[src/rtl/sram_arbiter.sv]
// Two-master SRAM arbiter: m0 (CPU, read/write) and m1 (video/DMA, read-only)
// share one synchronous SRAM port. Each transaction runs IDLE -> ACCESS
// (WAIT_STATES+1 cycles) -> DONE, with the ready pulse issued in DONE.
// Ties in IDLE are resolved round-robin; defining SRAM_ARB_M1_PRIORITY_EN
// switches tie-breaking to fixed priority with m1 always winning.
module sram_arbiter #(
  parameter int unsigned WAIT_STATES = 2
) (
  input  logic        clk,
  input  logic        resetn,
  input  logic        m0_valid,
  input  logic [31:0] m0_addr,
  input  logic [31:0] m0_wdata,
  input  logic [3:0]  m0_wstrb,
  output logic        m0_ready,
  output logic [31:0] m0_rdata,
  input  logic        m1_valid,
  input  logic [31:0] m1_addr,
  output logic        m1_ready,
  output logic [31:0] m1_rdata,
  output logic        sram_ce,
  output logic [16:0] sram_addr,
  output logic [31:0] sram_wdata,
  output logic [3:0]  sram_wstrb,
  input  logic [31:0] sram_rdata,
  output logic        grant
);

  typedef enum logic [1:0] {
    IDLE,
    ACCESS,
    DONE
  } state_t;

  state_t      state;
  state_t      state_nxt;
  logic [3:0]  wait_cnt;
  logic [3:0]  wstrb_q;
  logic        pick_m1;
  logic        any_valid;
  logic        unused_addr_hi;

  // Only the low 17 address bits reach the SRAM.
  assign unused_addr_hi = ^{m0_addr[31:17], m1_addr[31:17]};

  assign any_valid = m0_valid | m1_valid;

  // Arbitration: a lone requester wins outright; a tie goes to the policy.
  always_comb begin
    pick_m1 = m1_valid;
    if (m0_valid && m1_valid) begin
`ifdef SRAM_ARB_M1_PRIORITY_EN
      pick_m1 = 1'b1;
`else
      pick_m1 = ~grant;
`endif
    end
  end

  // State register.
  always_ff @(posedge clk) begin
    if (!resetn) begin
      state <= IDLE;
    end else begin
      state <= state_nxt;
    end
  end

  // Next-state logic.
  always_comb begin
    state_nxt = state;
    unique case (state)
      IDLE:    if (any_valid) state_nxt = ACCESS;
      ACCESS:  if (wait_cnt == '0) state_nxt = DONE;
      DONE:    state_nxt = IDLE;
      default: state_nxt = IDLE;
    endcase
  end

  // Datapath: latch the granted request, count wait states, capture read data.
  always_ff @(posedge clk) begin
    if (!resetn) begin
      grant      <= 1'b1;
      wait_cnt   <= '0;
      sram_addr  <= '0;
      sram_wdata <= '0;
      wstrb_q    <= '0;
      m0_rdata   <= '0;
      m1_rdata   <= '0;
    end else begin
      unique case (state)
        IDLE: begin
          if (any_valid) begin
            grant    <= pick_m1;
            wait_cnt <= 4'(WAIT_STATES);
            if (pick_m1) begin
              sram_addr  <= m1_addr[16:0];
              sram_wdata <= '0;
              wstrb_q    <= '0;
            end else begin
              sram_addr  <= m0_addr[16:0];
              sram_wdata <= m0_wdata;
              wstrb_q    <= m0_wstrb;
            end
          end
        end
        ACCESS: begin
          if (wait_cnt != '0) begin
            wait_cnt <= wait_cnt - 4'd1;
          end else if (grant) begin
            m1_rdata <= sram_rdata;
          end else begin
            m0_rdata <= sram_rdata;
          end
        end
        default: ;
      endcase
    end
  end

  // Outputs decoded from state; ready only ever goes to the granted master.
  always_comb begin
    sram_ce    = (state == ACCESS);
    sram_wstrb = (state == ACCESS) ? wstrb_q : '0;
    m0_ready   = (state == DONE) && !grant;
    m1_ready   = (state == DONE) && grant;
  end

endmodule

[config.mk]
export PLATFORM = sky130hd
export DESIGN_NAME = sram_arbiter
export DESIGN_NICKNAME = d
export VERILOG_FILES = /design/src/rtl/sram_arbiter.sv
export SDC_FILE = /design/constraint.sdc
export NUM_CORES = 1
export LEC_CHECK = 0
export CAP_MARGIN = 20
export CORE_MARGIN = 4
export CORE_UTILIZATION = 42
export CTS_BUF_LIST = sky130_fd_sc_hd__clkbuf_4 sky130_fd_sc_hd__clkbuf_8 sky130_fd_sc_hd__clkbuf_16
export CTS_CLUSTER_DIAMETER = 100
export CTS_CLUSTER_SIZE = 14
export DETAILED_ROUTE_END_ITERATION = 12
export GPL_ROUTABILITY_DRIVEN = 0
export GPL_TIMING_DRIVEN = 0
export PLACE_DENSITY = 0.89
export SLEW_MARGIN = 20
export SYNTH_ARGS = -nofsm -noshare
export SYNTH_HDL_FRONTEND = slang
export SYNTH_SLANG_ARGS = --single-unit
[constraint.sdc]
create_clock -name clk -period 3.9 [get_ports clk]
set_input_delay 0.78 -clock clk [delete_from_list [all_inputs] [get_ports clk]]
set_output_delay 0.78 -clock clk [all_outputs]
set_load 0.005 [all_outputs]
==> impl_metrics.tcl <==
set metrics [dict create \
    syn_area_um2 4660 \
    design_area_um2 7690 \
    h-tree-depth 4 \
    synth_cell_types 39 \
    holdPathEnd "m0_rdata[22]" \
    via_count 4132 \
    grt_pass1_wl_um 21500 \
    slowest_stage "clkdlybuf4s50_1" \
    cts.clk_slew.worst_paths_ns 0.06 \
    startpoint "state[0]" \
    start_util_pct 43.0 \
    setup_viol 0 \
    cts_hold_buf 0 \
    cp-end-kind "output pin" \
    crit_chain "nand2b_4, inv_2, and2_1, clkdlybuf4s50_1" \
    critPathKind "flip-flop to output pin" \
    fin_ws_ns 1.15 \
    hold_class "flip-flop to flip-flop" \
    r2r_cells 6 \
    min_delay_path_depth 2 \
    cts_root_buffer "clkbuf_8" \
    combPwrFrac_pct 16.9 \
    period_share_pct 70.4 \
    synth-compound-area-share_pct 11.7 \
    synth_fp_nets 565 \
    hp-start "m0_rdata[22]" \
    synth_top_family_by_area "multiplexers" \
    critical-path-max-stage-delay_ns 0.52 \
    rows 38 \
    rsz0062_at_grt "false" \
    tritoncts "done" \
    synth-xor-area-share_pct 0 \
    relSlewSlack_pct 60.4 \
    pin_count 257 \
    r2r-end "m0_rdata[24]" \
    insertion_delay_ns 0.50 \
    leakagePower_nw 3.10 \
    p_sw_share_pct 24.3 \
    post_cts_buffers 0 \
    route.detailed.drc 0 \
    synth_seq_cells 124 \
    antenna_found_initial 0 \
    fin_worst_skew_ns 0.00553 \
    critPathRequiredTime_ns 3.12 \
    diodes 0 \
    area_growth_pct 65.0 \
    synthMuxAreaShare_pct 17.4 \
    wirelength_um 13700 \
    grt_use_total_pct 21.0 \
    synth_adder_area_share_pct 0.537 \
    drt_iter0_markers 171 \
    wire_per_inst_um 16.6 \
    clock.fmax_mhz 364 \
    outcome "completed" \
    port_buffers 226 \
    powerDensity_nw_per_um2 465 \
    dieArea_um2 12800 \
    drv_cap 0 \
    drv_slew 0 \
    timing.critical_path.from_type "flip-flop" \
    drive_above_1_share_pct 8.76 \
    grt_overflow_total 0 \
    synth_area_per_cell_um2 10.9 \
    yosys_warnings 0 \
    synth-simple-area-share_pct 11.6 \
    whs_ns 0.456 \
    grt_pass1_vias 4416 \
    postSynthCellCount 427 \
    report.final.hold_viol_count 0 \
    pwr-share-seq_pct 40.0 \
    drt-pass1-iter-count 4 \
    worst_pin_slew_ns 0.590 \
    critPathArrivalTime_ns 1.97 \
    internal-power_mw 2.70 \
    clockBufferDepth 2 \
    ys_async_sr_fraction_pct 0 \
    ys.flop_type "dfxtp_1" \
    ir_drop_uv 312 \
    cts_made_buffers 17 \
    synth_edf_count 0 \
    r2r-start "wait_cnt[0]" \
    place_hpwl_um 10700 \
    die_w_um 113 \
    r2r_slack_ns 2.01 \
    avgViaCountPerCell 5.01 \
    placed_area_um2 7100 \
    post-route-min-period_ns 2.75 \
    p_total_mw 3.57 \
    cts_resized 0 \
    fin_nets 810 \
    worstPathMaxFanout 9 \
    clock_sinks 124 \
    antenna_left 0 \
    place_ws_ns 1.31 \
    fin_setup_tns_ns 0 \
    pwr-share-clk_pct 43.1 \
    p_sw_mw 0.868 \
    grt_max_degree 17 \
    coreArea_um2 10800 \
    ys_seq_area_share_pct 53.3 \
    die_h_um 113 \
]
logic make-up after synthesis:
kind of cell               Yosys count
AOI/OAI and AO/OA                   65
adders and majority gates            2
buffers and inverters               35
and+or+nand+nor                    120
muxes                               81
DFF                                124
worst max-delay path: cells and delay by family (launching register included):
family / cells / cell delay, ns
and+or+nand+nor: 2 / 0.28
DFF: 1 / 0.50
buffers and inverters: 2 / 0.68
final cells by class:
type | instances | area, um^2
clock buffers | 17 | 414
flip-flops and latches | 124 | 2480
repair buffers | 226 | 2260
multi-input cells | 268 | 1920
inverters | 5 | 18.8
plain buffers | 30 | 240
fillers | 779 | 3150
clock inverters | 15 | 175
well taps | 140 | 175
registers in the layout, summed over array words and instances, names as in the netlist:
register,flops
m0_rdata,32
m1_rdata,32
sram_wdata,32
sram_addr,17
wait_cnt,4
wstrb_q,4
state,2
grant,1
how the worst max path moves through the flow:
stage / to / cells after the start
finish: sram_wstrb[0] / 4
global route: sram_wstrb[0] / 4
floorplan: sram_addr[10] / 5
detailed placement: sram_addr[12] / 5
global placement: sram_addr[11] / 5
CTS: sram_wstrb[1] / 4
stage by stage:
stage / util [%] / cells
6_report: 70.9 / 825
5_1_grt: 70.9 / 825
2_1_floorplan: - / 427
3_5_place_dp: 65.5 / 793
3_3_place_gp: 65.5 / 793
4_1_cts: 70.9 / 825
cell usage in the layout, fill, tap and decap left out, types with 2 or more instances in the layout:
cell type        instances
mux2i_1                 81
clkinvlp_4               4
nor2_1                   2
dfxtp_1                124
clkinv_4                 4
clkdlybuf4s50_1        226
bufinv_16                3
and3_1                   2
buf_8                    3
clkbuf_8                 6
ha_1                     2
nand2_1                 97
a21oi_1                  3
o21ai_0                  2
inv_1                    4
dlymetal6s2s_1           2
o31ai_1                  2
or4_1                    2
clkbuf_16               16
o2bb2ai_1               17
clkbuf_1                 5
a22o_1                  36
and2_1                   4
nor3b_1                  3
clkinv_2                 4
buf_2                   12
Yosys cell counts (2+ instances only):
master	instances	area, um^2
dfxtp_1	124	2480
nand2_1	97	364
mux2i_1	81	811
a22o_1	36	315
o2bb2ai_1	17	149
buf_2	12	60.1
clkbuf_1	5	18.8
clkbuf_8	5	68.8
and2_1	4	25.0
inv_1	4	15.0
a21oi_1	3	15.0
buf_8	3	45.0
nor3b_1	3	22.5
and3_1	2	12.5
dlymetal6s2s_1	2	25.0
ha_1	2	25.0
nor2_1	2	7.51
o21ai_0	2	10.0
o31ai_1	2	15.0
or4_1	2	15.0
power groups by stage:
stage          sequential [mW]  combinational, mW  clock, mW
3_3_place_gp              1.45              0.594          0
5_1_grt                   1.44              0.653       1.62
2_1_floorplan             1.45              0.246          0
3_5_place_dp              1.45              0.610          0
6_report                  1.43              0.605       1.54
4_1_cts                   1.43              0.614       1.57
routing by layer:
metal / vias to the layer above / routed length [um] / global-route usage [%]
met5: - / 0 / 0
met2: 187 / 6690 / 36.1
met1: 1926 / 5270 / 22.4
met3: 26 / 1380 / 9.68
met4: 0 / 338 / 8.49
li1: 1993 / - / -
Power figures use the tool's default switching activity.
